--- config.mk ---
export PLATFORM = sky130hd
export DESIGN_NAME = raw_pulse_conditioner
export DESIGN_NICKNAME = d
export VERILOG_FILES = /design/src/rtl/raw_pulse_conditioner_pkg.sv /design/src/rtl/raw_pulse_conditioner_glitch_filter.sv /design/src/rtl/raw_pulse_conditioner.sv
export SDC_FILE = /design/constraint.sdc
export NUM_CORES = 1
export LEC_CHECK = 0
export BUFFER_PORTS_ARGS = -buffer_cell sky130_fd_sc_hd__buf_2
export CORE_AREA = 2 2 114 83
export CTS_BUF_LIST = sky130_fd_sc_hd__clkbuf_8
export CTS_CLUSTER_SIZE = 40
export DETAILED_ROUTE_END_ITERATION = 12
export DIE_AREA = 0 0 116 85
export SETUP_SLACK_MARGIN = 0.02
export SYNTH_ARGS = -nofsm -noshare
export SYNTH_HDL_FRONTEND = slang
export SYNTH_HIERARCHICAL = 1
export SYNTH_SLANG_ARGS = --single-unit
--- constraint.sdc ---
create_clock -name i_clk -period 4.7 [get_ports i_clk]
set_input_delay 0.705 -clock i_clk [delete_from_list [all_inputs] [get_ports i_clk]]
set_output_delay 0.705 -clock i_clk [all_outputs]
set_load 0.05 [all_outputs]
--- src/rtl/raw_pulse_conditioner_pkg.sv ---
// Shared state encodings, 40 MHz timing defaults and a saturating counter helper
// for the interrupter pulse conditioner.
package raw_pulse_conditioner_pkg;

   typedef enum logic [1:0] {
      S_IDLE  = 2'd0,
      S_ON    = 2'd1,
      S_OFF   = 2'd2,
      S_FAULT = 2'd3
   } state_e;

   localparam int unsigned C_FILT_CYC       = 4;
   localparam int unsigned C_MAX_ON_CYC     = 8000;
   localparam int unsigned C_MIN_OFF_CYC    = 400;
   localparam int unsigned C_FAULT_HOLD_CYC = 4000000;
   localparam int unsigned C_CNT_W          = 24;
   localparam logic [15:0] C_TRUNC_MAX      = 16'hFFFF;

   function automatic logic [15:0] sat_inc16(input logic [15:0] v, input logic [15:0] max_v);
      return (v >= max_v) ? max_v : v + 16'd1;
   endfunction

endpackage

--- src/rtl/raw_pulse_conditioner_glitch_filter.sv ---
// Two-flop synchroniser followed by a persistence filter: the output level only
// follows the input after P_FILT_CYC consecutive differing samples.
module raw_pulse_conditioner_glitch_filter #(
   parameter int unsigned P_FILT_CYC = 4
) (
   input  logic i_clk,
   input  logic i_res_n,
   input  logic i_async,
   output logic o_level
);

   localparam int unsigned           L_W    = $clog2(P_FILT_CYC + 1);
   localparam logic [L_W-1:0]        L_LAST = L_W'(P_FILT_CYC - 1);

   logic           sync1_q;
   logic           sync2_q;
   logic           level_q;
   logic           level_d;
   logic [L_W-1:0] cnt_q;
   logic [L_W-1:0] cnt_d;

   always_ff @(posedge i_clk or negedge i_res_n) begin
      if (!i_res_n) begin
         sync1_q <= 1'b0;
         sync2_q <= 1'b0;
         level_q <= 1'b0;
         cnt_q   <= '0;
      end else begin
         sync1_q <= i_async;
         sync2_q <= sync1_q;
         level_q <= level_d;
         cnt_q   <= cnt_d;
      end
   end

   // Any sample matching the current level restarts the qualification.
   always_comb begin
      level_d = level_q;
      cnt_d   = '0;
      if (sync2_q != level_q) begin
         if (cnt_q == L_LAST) begin
            level_d = ~level_q;
         end else begin
            cnt_d = cnt_q + L_W'(1);
         end
      end
   end

   assign o_level = level_q;

endmodule

--- src/rtl/raw_pulse_conditioner.sv ---
// Interrupter pulse conditioner: filtered input, max on-time truncation, min
// off-time, over-current lockout and a saturating truncation counter.
module raw_pulse_conditioner
   import raw_pulse_conditioner_pkg::*;
#(
   parameter int unsigned P_FILT_CYC       = C_FILT_CYC,
   parameter int unsigned P_MAX_ON_CYC     = C_MAX_ON_CYC,
   parameter int unsigned P_MIN_OFF_CYC    = C_MIN_OFF_CYC,
   parameter int unsigned P_FAULT_HOLD_CYC = C_FAULT_HOLD_CYC,
   parameter int unsigned P_CNT_W          = C_CNT_W,
   parameter logic [15:0] P_TRUNC_MAX      = C_TRUNC_MAX
) (
   input  logic        i_clk,
   input  logic        i_res_n,
   input  logic        i_en,
   input  logic        i_raw_pls,
   input  logic        i_over_current,
   input  logic        i_fault_clr,
   output logic        o_pls,
   output logic        o_fault,
   output logic [15:0] o_trunc_cnt,
   output logic [1:0]  o_state
);

   localparam logic [P_CNT_W-1:0] L_ON_LAST    = P_CNT_W'(P_MAX_ON_CYC - 1);
   localparam logic [P_CNT_W-1:0] L_OFF_LAST   = P_CNT_W'(P_MIN_OFF_CYC - 1);
   localparam logic [P_CNT_W-1:0] L_FAULT_LAST = P_CNT_W'(P_FAULT_HOLD_CYC - 1);

   logic               filt_lvl;
   state_e             state_q, state_d;
   logic [P_CNT_W-1:0] timer_q, timer_d;
   logic [15:0]        trunc_q, trunc_d;
   logic               pls_q, pls_d;
   logic               fault_q, fault_d;
   logic               trunc_inc;

   raw_pulse_conditioner_glitch_filter #(
      .P_FILT_CYC (P_FILT_CYC)
   ) u_filt (
      .i_clk   (i_clk),
      .i_res_n (i_res_n),
      .i_async (i_raw_pls),
      .o_level (filt_lvl)
   );

   always_ff @(posedge i_clk or negedge i_res_n) begin
      if (!i_res_n) begin
         state_q <= S_IDLE;
         timer_q <= '0;
         trunc_q <= '0;
         pls_q   <= 1'b0;
         fault_q <= 1'b0;
      end else begin
         state_q <= state_d;
         timer_q <= timer_d;
         trunc_q <= trunc_d;
         pls_q   <= pls_d;
         fault_q <= fault_d;
      end
   end

   // The timer saturates so a long wait in S_OFF cannot wrap below the min-off threshold.
   always_comb begin
      state_d   = state_q;
      timer_d   = (timer_q == '1) ? timer_q : timer_q + P_CNT_W'(1);
      trunc_inc = 1'b0;
      if (i_over_current) begin
         state_d   = S_FAULT;
         timer_d   = '0;
         trunc_inc = (state_q == S_ON) && filt_lvl && (timer_q == L_ON_LAST);
      end else if (state_q == S_FAULT) begin
         if ((timer_q >= L_FAULT_LAST) || i_fault_clr) begin
            state_d = S_OFF;
            timer_d = '0;
         end
      end else if (!i_en) begin
         state_d = S_IDLE;
         timer_d = '0;
      end else begin
         case (state_q)
            S_IDLE: begin
               if (filt_lvl) begin
                  state_d = S_ON;
                  timer_d = '0;
               end
            end
            S_ON: begin
               if (!filt_lvl) begin
                  state_d = S_OFF;
                  timer_d = '0;
               end else if (timer_q == L_ON_LAST) begin
                  state_d   = S_OFF;
                  timer_d   = '0;
                  trunc_inc = 1'b1;
               end
            end
            S_OFF: begin
               if ((timer_q >= L_OFF_LAST) && !filt_lvl) begin
                  state_d = S_IDLE;
               end
            end
            default: state_d = S_IDLE;
         endcase
      end
   end

   always_comb begin
      pls_d   = (state_d == S_ON);
      fault_d = (state_d == S_FAULT);
      trunc_d = trunc_inc ? sat_inc16(trunc_q, P_TRUNC_MAX) : trunc_q;
   end

   assign o_pls       = pls_q;
   assign o_fault     = fault_q;
   assign o_trunc_cnt = trunc_q;
   assign o_state     = state_q;

endmodule

==> results of run 1 <==
## metrics by stage
step           area, sq um  power, mW  worst slack, ns
2_1_floorplan         2990      0.530             2.58
3_3_place_gp          3180      0.556             1.93
3_5_place_dp          3180      0.560             1.78
4_1_cts               3260      0.802             2.07
5_1_grt               3260      0.830             1.77
6_report              3260      0.792             2.03
## area by class of cell
class	instances	area, sq um	share of cell area
sequential	50	1250	0.383
clock buffer	5	68.8	0.0211
clock inverter	2	10.0	0.00307
multi-input combinational	234	1610	0.493
inverter	10	37.5	0.0115
tap	124	155	0.0475
timing repair buffer	26	133	0.0406
## cells in the final DEF (no fill, tap or decap), drive strengths merged, types with 4 or more instances in the layout
| master | n |
|---|---|
| nand2 | 29 |
| xnor2 | 26 |
| nor3 | 15 |
| a21oi | 32 |
| o21ai | 5 |
| and3 | 8 |
| clkbuf | 5 |
| nor4 | 11 |
| nand4 | 16 |
| dfrtp | 50 |
| a211oi | 4 |
| a2111oi | 4 |
| and4 | 9 |
| xor2 | 4 |
| buf | 26 |
| mux2 | 4 |
| a21boi | 4 |
| nand3 | 12 |
| inv | 10 |
| nor2 | 10 |
## cell families (layout without fill, tap and decap cells)
kind of cell	count (synthesis)	count (layout)	share of synthesized area
AOI/OAI and AO/OA	65	65	0.140
muxes	6	6	0.0218
xor gates and xnor gates	30	30	0.0880
buffers and inverters	28	43	0.0444
adders and majority gates	3	3	0.0126
DFF	50	50	0.419
and+or+nand+nor	130	130	0.274
## power by group through the flow
stage | Combinational [mW] | Sequential, mW | Clock (mW)
finish | 0.0859 | 0.464 | 0.241
global route | 0.0946 | 0.468 | 0.267
detailed placement | 0.0872 | 0.473 | 0
CTS | 0.0874 | 0.464 | 0.250
global placement | 0.0840 | 0.472 | 0
floorplan | 0.0499 | 0.480 | 0
## Yosys cell counts, types with 4 or more instances
cell	n
nand4_1	15
xor2_1	4
nand3_1	10
nor2_1	10
and4_1	9
xnor2_1	26
nor3_1	12
nor4_1	8
nand2_1	29
and3_1	8
dfrtp_1	50
inv_1	10
mux2_2	4
a21oi_1	32
a21boi_0	4
a2111oi_0	4
clkbuf_1	10
o21ai_0	4
## metal layers
metal  GRT usage  part of all wire
met1       0.242              0.52
met2       0.201              0.42
met3      0.0286             0.057
met4      0.0303            0.0049
met5           0                 0
## worst paths after layout
| path | endpoint | slack [ns] | cells past startpoint | startpoint |
|---|---|---|---|---|
| min in group asynchronous | o_trunc_cnt[7] | 0.51 | 2 | i_res_n |
| worst min register to register | u_filt/sync2_q | 0.35 | 0 | u_filt/sync1_q |
| max in group asynchronous | timer_q[0] | 3.76 | 2 | i_res_n |
| worst max-delay path | timer_q[6] | 2.03 | 6 | timer_q[0] |
| worst max register to register | timer_q[6] | 2.03 | 6 | timer_q[0] |
| worst min-delay path | u_filt/sync2_q | 0.35 | 0 | u_filt/sync1_q |
## sequential cells by signal, summed over array words and instances, names as in the netlist
register and cells:
u_filt/sync1_q 1, o_pls 1, u_filt/sync2_q 1, o_trunc_cnt 16, o_state 2, timer_q 24, u_filt/o_level 1, u_filt/cnt_q 3
o_fault 1
==> key figures, run 1 <==
Detailed routing
  • Post-route ant nets: 0
  • WL final: 7000 um
  • Total number of vias: 2516
  • Total iterations of the first detailed-routing run: 4
  • 1st-iter DRT viols: approximately 140
  • Routed vias/inst: 5.58
  • WL per Instance: 15.5 um
  • DRC: 0

Power and ir drop
  • Leak: approximately 1.3 nW
  • NetSw: 0.212 mW
  • Clock share of power: 0.305
  • Int Pwr: 0.579 mW
  • Comb power frac: 0.108
  • PD cells: 243 nW/um^2
  • Power share of the sequential group: 0.587
  • Sw Ratio: 0.268
  • Maximum VDD drop: 0.120 mV

Clocking
  • Root Driver: clkbuf_8
  • Clock latency on the worst-skew pair: 0.30 ns
  • Clock sinks: 50
  • Reg clk slew, reported paths: 0.09 ns
  • Post-CTS Resized: 0
  • Number of hold buffers added after cts: 0
  • CTS tree: yes
  • Post-CTS Setup Bufs: 0
  • Num CTS Buffers: 5
  • Clock Path Buffers: 2
  • CTS H-Tree Depth: 2

Yosys
  • Synthesized instance count: 312
  • Net Count, Synth: around 320
  • Top FF cell, synth: dfrtp_1
  • Mapped Avg Cell Area: around 9.6 sq um
  • Post-synthesis cell area: 2990 sq um
  • Most area-hungry cell type in the Yosys netlist: dfrtp_1
  • Flops & latches, synth: 50
  • EDFF count, synth: 0
  • Share of flip-flops with an asynchronous set or reset: 1.00
  • Seq/Total Area, Yosys: 0.419
  • Synth warnings: 6
  • Synth unique cells: 55
  • Yosys top cell area share: 0.419
  • Largest cells by area after synthesis: dfrtp_1 42%, xnor2_1 7.6%, a21oi_1 5.4%

Timing
  • Rel. slew slack: 0.217
  • Tightest Pin Transition: approximately 1.2 ns
  • Period utilisation layout: 0.568
  • Unrepaired setup endpoints after global routing: false
  • Count of pins over their slew limit: 0
  • WHS: 0.354 ns
  • Setup Skew: 0.00799 ns
  • Final setup fails: 0
  • Final hold viol count: 0
  • Setup TNS: 0 ns
  • Max Freq: between 0.3 and 0.4 GHz
  • Post-layout minimum cycle time: 2.67 ns

Finish
  • Post-route insts no fill: roughly 450
  • Layout Utilization: 0.372
  • Final #Nets: 336
  • ANT cells: 0
  • Share of cells above drive strength 1: 0.165
  • Filler Cells Inserted: slightly above 900
  • Area growth syn-to-layout: 9.26%

Flow run
  • MaxCap Viol Count: 0

Worst setup path
  • Crit Path Class: flop to flop
  • Crit path arrival time: between 2 and 3 ns
  • Worst setup SP type: flop
  • Critical-path cell list: ha_1, nand3_2, nor3_2, nand2_1, and3_1, a211oi_1
  • Buffers & Inverters on Critical Path: 0
  • Max stage delay cell, worst path: nor3_2
  • Critical path peak fanout: 20
  • Element type at the critical path end: flop
  • Family with the most delay on the worst path: simple AND/OR/NAND/NOR gates
  • CP required: 4.90 ns
  • Worst stage delay on the critical path: just under 1 ns

Floorplan
  • Starting Density: 0.340
  • Cell Rows: 29
  • Chip width: approximately 120 um
  • Die H: 85 um
  • Die Area: 9860 sq um
  • Area of the core: 8780 sq um
  • I/O pins: 26

Global route
  • Overflow after GRT: 0
  • Vias in the first global route: 2212
  • Largest net degree at the start of global routing: 51
  • First-pass GRT wire length: 11600 um
  • Initial antenna violation count: 0
  • Total track usage: 0.149

Placed design
  • Dpl cells: 444
  • HPWL Detailed: 4890 um
  • PortBufs: 25
  • Final weighted congestion in routability-driven placement: ~0.88

Run status
  • Status: finished, final reports clean

Worst hold path
  • Worst hold path type: flop to flop
No activity file was read; power rests on OpenSTA's default activity.
==> run 2: changes to the inputs <==
Clock period 4.7 ns to 2.5 ns, I/O delays scaled along.
==> run 2 against run 1 <==
Compared with the run above: clock skew is 0.00094 ns higher; first-iteration DRC count is 20% higher; register-to-register slack worse by 1.8 ns; die area did not move; cell count is 2.2% higher; sequential share of layout area shrank 0.96 points.
==> key figures, run 2 (synthesis gave the netlist of run 1 again) <==
Power and ir drop
  • Total power: 1.56 mW (was 0.792 mW)
  • Maximum VDD drop: 0.204 mV (was 0.120 mV)
  • Leak: 1.34 nW (was 1.30 nW)
  • PD cells: 466 nW/um^2 (was 243 nW/um^2)

Worst setup path
  • Reg2Reg Depth: 7 (was 6)
  • Reg2Reg Capture Point: timer_q[15] (was timer_q[6])
  • Family with the most delay on the worst path: simple AND/OR/NAND/NOR gates (unchanged)
  • Crit path arrival time: 2.46 ns (was 2.87 ns)
  • CP Launch Point: timer_q[0] (unchanged)
  • Buffers & Inverters on Critical Path: 1 (was 0)
  • FF-to-FF Start: timer_q[0] (unchanged)
  • Flop-to-flop setup slack: 0.23 ns (was 2.03 ns)
  • Crit Path Class: flop to flop (unchanged)
  • Critical path peak fanout: 11 (was 20)
  • Worst stage delay on the critical path: 0.67 ns (was 0.98 ns)
  • Element type at the critical path end: flop (unchanged)
  • Worst setup SP type: flop (unchanged)
  • Critical-path cell list: ha_1, nand3_2, or4_4, o21ai_1, a211o_2, buf_4, a21oi_1 (was ha_1, nand3_2, nor3_2, nand2_1, and3_1, a211oi_1)
  • CP required: 2.69 ns (was 4.90 ns)
  • Max stage delay cell, worst path: or4_4 (was nor3_2)

Flow run
  • MaxCap Viol Count: 0 (unchanged)

Finish
  • Commonest non-fill, non-tap cell in the layout: dfrtp_1 (unchanged)
  • Area growth syn-to-layout: 12.1% (was 9.26%)
  • Most flops, register: timer_q (unchanged)
  • Layout Utilization: 0.381 (was 0.372)
  • Max reg flops: 24 (unchanged)
  • ANT cells: 0 (unchanged)
  • Final #Nets: 345 (was 336)
  • Most frequent cells in the layout: 50 x dfrtp_1, 32 x a21oi_1, 29 x nand2_1 (unchanged)
  • Post-route insts no fill: 461 (was 451)
  • Share of cells above drive strength 1: 0.190 (was 0.165)
  • Finished Cell Area: 3350 sq um (was 3260 sq um)

Global route
  • Total track usage: 0.155 (was 0.149)
  • First-pass GRT wire length: 11900 um (was 11600 um)
  • Largest net degree at the start of global routing: 27 (was 51)
  • Vias in the first global route: 2235 (was 2212)
  • Initial antenna violation count: 0 (unchanged)
  • GR peak layer: met1 (unchanged)
  • Global Route met2 Usage: 0.179 (was 0.201)
  • Overflow after GRT: 0 (unchanged)
  • M3 GR Usage: 0.0343 (was 0.0286)
  • GR Util met1: 0.269 (was 0.242)

Detailed routing
  • Total number of vias: 2465 (was 2516)
  • DRC: 0 (unchanged)
  • 1st-iter DRT viols: 170 (was 142)
  • WL final: 7160 um (was 7000 um)
  • Post-route ant nets: 0 (unchanged)
  • WL per Instance: 15.5 um (about the same)
  • Total iterations of the first detailed-routing run: 5 (was 4)
  • Routed vias/inst: 5.35 (was 5.58)

Timing
  • Period utilisation layout: 0.906 (was 0.568)
  • Tightest Pin Transition: 0.539 ns (was 1.17 ns)
  • Final hold viol count: 0 (unchanged)
  • Final setup fails: 0 (unchanged)
  • Count of pins over their slew limit: 0 (unchanged)
  • Setup TNS: 0 ns (unchanged)
  • Rel. slew slack: 0.631 (was 0.217)
  • Setup WS post-layout: 0.235 ns (was 2.03 ns)
  • Unrepaired setup endpoints after global routing: false (unchanged)
  • WHS: 0.0437 ns (was 0.354 ns)
  • Setup Skew: 0.00893 ns (was 0.00799 ns)
  • Max Freq: 0.441 GHz (was 0.375 GHz)
  • Post-layout minimum cycle time: 2.27 ns (was 2.67 ns)

Placed design
  • HPWL Detailed: 5330 um (was 4890 um)
  • Setup WS pre-CTS: 0.264 ns (was 1.78 ns)
  • Dpl cells: 453 (was 444)
  • PortBufs: 25 (unchanged)
  • Placed cell area: 3250 sq um (was 3180 sq um)
  • Final weighted congestion in routability-driven placement: 0.870 (was 0.878)

Clocking
  • Reg clk slew, reported paths: 0.10 ns (was 0.09 ns)
  • Clock Path Buffers: 2 (unchanged)
  • CTS H-Tree Depth: 2 (unchanged)
  • Clock latency on the worst-skew pair: 0.31 ns (was 0.30 ns)
  • Num CTS Buffers: 5 (unchanged)
  • Post-CTS Setup Bufs: 0 (unchanged)
  • CTS tree: yes (unchanged)
  • Number of hold buffers added after cts: 0 (unchanged)
  • Post-CTS Resized: 0 (unchanged)
  • Root Driver: clkbuf_8 (unchanged)
  • Clock sinks: 50 (unchanged)

Floorplan
  • Chip width: 116 um (unchanged)
  • I/O pins: 26 (unchanged)
  • Starting Density: 0.340 (unchanged)
  • Die Area: 9860 sq um (unchanged)
  • Area of the core: 8780 sq um (unchanged)
  • Cell Rows: 29 (unchanged)
  • Die H: 85 um (unchanged)

Run status
  • Status: finished, final reports clean (unchanged)

Worst hold path
  • Worst hold path type: input port to asynchronous set/reset pin (was flop to flop)
## run 2: changes by cell type in the layout (fill, tap and decap cells not counted)
cell | before | now
clkinv_2 | 2 | 1
buf_4 | 1 | 10
clkinvlp_4 | 0 | 1
clkbuf_8 | 5 | 6
## run 2: worst max-delay path by stage
| stage | cells after the start | to | slack [ns] |
|---|---|---|---|
| global route | 7 | timer_q[12] | 0.08 |
| global placement | 7 | timer_q[12] | 0.35 |
| detailed placement | 6 | o_trunc_cnt[3] | 0.26 |
| CTS | 6 | o_trunc_cnt[3] | 0.23 |
| floorplan | 5 | o_trunc_cnt[14] | 0.38 |
| finish | 7 | timer_q[15] | 0.23 |
## run 2: report_power, final
part	switching, mW	internal, mW	total, mW	leakage [nW]
clock	0.281	0.223	0.504	0.0472
sequential	0.0236	0.840	0.864	0.678
combinational	0.117	0.0760	0.193	0.616
## run 2: area by class of cell
class	instances	area [sq um]
well taps	124	155
clock buffers	6	82.6
multi-input cells	234	1610
clock inverters	2	12.5
repair buffers	35	200
fillers	907	5430
flip-flops and latches	50	1250
inverters	10	37.5
## run 2: worst reg2reg max path, cell delays in order, from the launching register on
cell and delay [ns]:
dfrtp_1 0.40, ha_1 0.22, nand3_2 0.17, or4_4 0.67, o21ai_1 0.16, a211o_2 0.24
buf_4 0.21, a21oi_1 0.08
## run 2: layer usage
layer / part of all wire / up-vias / wire, um
met5: 0 / - / 0
met4: 0.0084 / 0 / 60
met3: 0.075 / 7 / 536
met2: 0.39 / 73 / 2760
met1: 0.53 / 1177 / 3800
li1: - / 1208 / -
==> run 3: changes to the inputs <==
Settings changed: ABC_AREA set to 1, CORE_AREA 2 2 114 83 to 2 2 121 88, DIE_AREA 0 0 116 85 to 0 0 123 90.
Clock period 2.5 ns to 2.15 ns, I/O delays scaled along.
==> run 3 against run 2 <==
Compared with the run above: synthesized cell count grew 47%; synthesized area grew 13%; non-clock buffer count shrank 5; setup slack gained 0.0082 ns; first-iteration DRC count grew 52%; sequential share of layout area shrank 4.2 points; via count grew 19%; combinational power grew 6%; critical path type unchanged; critical endpoint is now timer_q[23].
==> key figures, run 3 <==
Run status
  • Status: finished, final reports clean (unchanged)

Detailed routing
  • Routed vias/inst: 4.73 (was 5.35)
  • Total number of vias: 2945 (was 2465)
  • WL final: 7850 um (was 7160 um)
  • Total iterations of the first detailed-routing run: 4 (was 5)
  • DRC: 0 (unchanged)
  • Post-route ant nets: 0 (unchanged)
  • WL per Instance: 12.6 um (was 15.5 um)
  • 1st-iter DRT viols: 259 (was 170)

Yosys
  • Synth cell count leaders: 102 x nand2_1, 70 x nor2_1, 60 x inv_1, 50 x dfrtp_1, 36 x nand3_1 (was 50 x dfrtp_1, 32 x a21oi_1, 29 x nand2_1, 26 x xnor2_1, 15 x nand4_1)
  • Largest cells by area after synthesis: dfrtp_1 37%, nand2_1 11%, nor2_1 7.8% (was dfrtp_1 42%, xnor2_1 7.6%, a21oi_1 5.4%)
  • Share of flip-flops with an asynchronous set or reset: 1.00 (unchanged)
  • Most common cell in the synthesized netlist: nand2_1 (was dfrtp_1)
  • Flops & latches, synth: 50 (unchanged)
  • Synthesized instance count: 459 (was 312)
  • Post-synthesis cell area: 3370 sq um (was 2990 sq um)
  • Yosys top cell area share: 0.371 (was 0.419)
  • Seq/Total Area, Yosys: 0.371 (was 0.419)
  • Mapped Avg Cell Area: 7.35 sq um (was 9.57 sq um)
  • Most area-hungry cell type in the Yosys netlist: dfrtp_1 (unchanged)
  • EDFF count, synth: 0 (unchanged)
  • Top FF cell, synth: dfrtp_1 (unchanged)
  • Synth warnings: 6 (unchanged)
  • Synth unique cells: 32 (was 55)
  • Net Count, Synth: 468 (was 321)

Finish
  • Final #Nets: 498 (was 345)
  • Most frequent cells in the layout: 102 x nand2_1, 70 x nor2_1, 60 x inv_1 (was 50 x dfrtp_1, 32 x a21oi_1, 29 x nand2_1)
  • Max reg flops: 24 (unchanged)
  • ANT cells: 0 (unchanged)
  • Filler Cells Inserted: 1032 (was 907)
  • Share of cells above drive strength 1: 0.206 (was 0.190)
  • Multi-input gate area in the final layout: 1800 sq um (was 1610 sq um)
  • Most flops, register: timer_q (unchanged)
  • Commonest non-fill, non-tap cell in the layout: nand2_1 (was dfrtp_1)
  • Area growth syn-to-layout: 11.8% (was 12.1%)
  • Reg area: 1250 sq um (unchanged)

Timing
  • Setup TNS: 0 ns (unchanged)
  • Final setup fails: 0 (unchanged)
  • Period utilisation layout: 0.887 (was 0.906)
  • Tightest Pin Transition: 0.648 ns (was 0.539 ns)
  • Final hold viol count: 0 (unchanged)
  • Max Freq: 0.524 GHz (was 0.441 GHz)
  • Count of pins over their slew limit: 0 (unchanged)
  • Rel. slew slack: 0.568 (was 0.631)
  • Setup Skew: 0.0106 ns (was 0.00893 ns)
  • Setup WS post-layout: 0.243 ns (was 0.235 ns)
  • Unrepaired setup endpoints after global routing: false (unchanged)
  • Post-layout minimum cycle time: 1.91 ns (was 2.27 ns)

Global route
  • Overflow after GRT: 0 (unchanged)
  • Vias in the first global route: 2808 (was 2235)
  • First-pass GRT wire length: 13600 um (was 11900 um)
  • Largest net degree at the start of global routing: 51 (was 27)
  • Total track usage: 0.152 (was 0.155)
  • Initial antenna violation count: 0 (unchanged)

Power and ir drop
  • PD cells: 536 nW/um^2 (was 466 nW/um^2)
  • Maximum VDD drop: 0.294 mV (was 0.204 mV)
  • Leak: 1.78 nW (was 1.34 nW)

Clocking
  • Clock sinks: 50 (unchanged)
  • Root Driver: clkbuf_8 (unchanged)
  • CTS H-Tree Depth: 2 (unchanged)
  • Clock Path Buffers: 2 (unchanged)
  • CTS tree: yes (unchanged)
  • Clock latency on the worst-skew pair: 0.32 ns (was 0.31 ns)
  • Reg clk slew, reported paths: 0.10 ns (about the same)
  • Num CTS Buffers: 5 (unchanged)

Worst setup path
  • Flop-to-flop setup slack: 0.24 ns (was 0.23 ns)
  • CP required: 2.35 ns (was 2.69 ns)
  • Crit Path Class: flop to flop (unchanged)
  • Element type at the critical path end: flop (unchanged)
  • Crit path arrival time: 2.10 ns (was 2.46 ns)
  • Worst setup SP type: flop (unchanged)
  • Critical path peak fanout: 24 (was 11)

Floorplan
  • Die H: 90 um (was 85 um)
  • Cell Rows: 31 (was 29)
  • Die Area: 11100 sq um (was 9860 sq um)
  • I/O pins: 26 (unchanged)
  • Chip width: 123 um (was 116 um)
  • Area of the core: 10000 sq um (was 8780 sq um)
  • Starting Density: 0.337 (was 0.340)

Placed design
  • Setup WS pre-CTS: 0.132 ns (was 0.264 ns)
  • PortBufs: 25 (unchanged)
  • Final weighted congestion in routability-driven placement: 0.905 (was 0.870)
  • HPWL Detailed: 5980 um (was 5330 um)

Worst hold path
  • Worst hold path type: input port to asynchronous set/reset pin (unchanged)

Flow run
  • MaxCap Viol Count: 0 (unchanged)
[run 3: changes by cell type in the layout (fill, tap and decap cells not counted), moves of 10 or more]
cell     previous run  this run
nand3_1            10        36
nor2_2              0        25
nand2_1            29       102
o21ai_2             0        10
xor2_1              4        15
a21oi_1            32         2
inv_1              10        60
nor2_1             10        70
xnor2_1            26         6
[run 3: per-stage QoR]
stage	instance area (sq um)	std cells	hold WS (ns)	util	power, mW
after detailed placement	3600	613	0.336	0.360	1.23
after global placement	3600	613	0.337	0.360	1.23
after CTS	3740	621	0.109	0.374	2.04
after global routing	3770	622	0.105	0.377	2.12
after floorplan	3370	459	0.0269	-	1.18
final	3770	622	0.108	0.377	2.02
[run 3: logic make-up (layout without fill, tap and decap cells)]
kind of cell | Yosys count | count (layout) | share of synthesized area
AND/OR/NAND/NOR | 280 | 280 | 0.394
buffers and inverters | 72 | 103 | 0.0990
flip-flops | 50 | 50 | 0.371
AO/OA/AOI/OAI | 33 | 33 | 0.0705
XOR/XNOR | 21 | 21 | 0.0545
adder cells (fa/ha/maj) | 3 | 3 | 0.0111
[run 3: report_power, final]
group          switching, mW  leakage [nW]  internal [mW]  total [mW]
Clock                  0.339        0.0683          0.466       0.805
Combinational          0.143          1.04         0.0613       0.205
Sequential            0.0373         0.668          0.973        1.01
[run 3: timing repair]
action,4_1_cts,5_1_grt
hold buffers,0,0
setup endpoints to repair,0,23
buffers inserted,0,1
hold endpoints to repair,0,0
resized for setup,0,1
[run 3: final cells by class]
cell class,count,share of cell area
Inverter,65,0.0647
Tap cell,132,0.0438
Multi-Input combinational cell,337,0.477
Clock buffer,5,0.0183
Timing Repair Buffer,30,0.0465
Clock inverter,3,0.0183
Sequential cell,50,0.332
[run 3: final timing paths]
kind | cells after the start | from | end
hold reg to reg | 0 | u_filt/sync1_q | u_filt/sync2_q
setup reg to reg | 10 | timer_q[22] | timer_q[23]
min in group i_clk | 1 | i_raw_pls | u_filt/sync1_q
hold / removal | 2 | i_res_n | timer_q[13]
max in group asynchronous | 2 | i_res_n | u_filt/cnt_q[1]
setup / recovery | 10 | timer_q[22] | timer_q[23]
[run 3: worst max-delay path: stages (launching register included)]
cell and delay [ns]:
dfrtp_1 0.45, nor2_1 0.19, nand2_1 0.08, nor2_1 0.25, nand2_2 0.13, o21ai_1 0.17, nand2_1 0.07, nand2_1 0.07
nand2_2 0.08, nand2_8 0.22, nor2_1 0.08
[run 3: per-layer routing]
layer | vias up | part of all wire | track usage
met5 | - | 0 | 0
met4 | 0 | 0.0092 | 0.0303
met3 | 9 | 0.053 | 0.0311
met2 | 64 | 0.41 | 0.214
met1 | 1373 | 0.53 | 0.237
li1 | 1499 | - | -
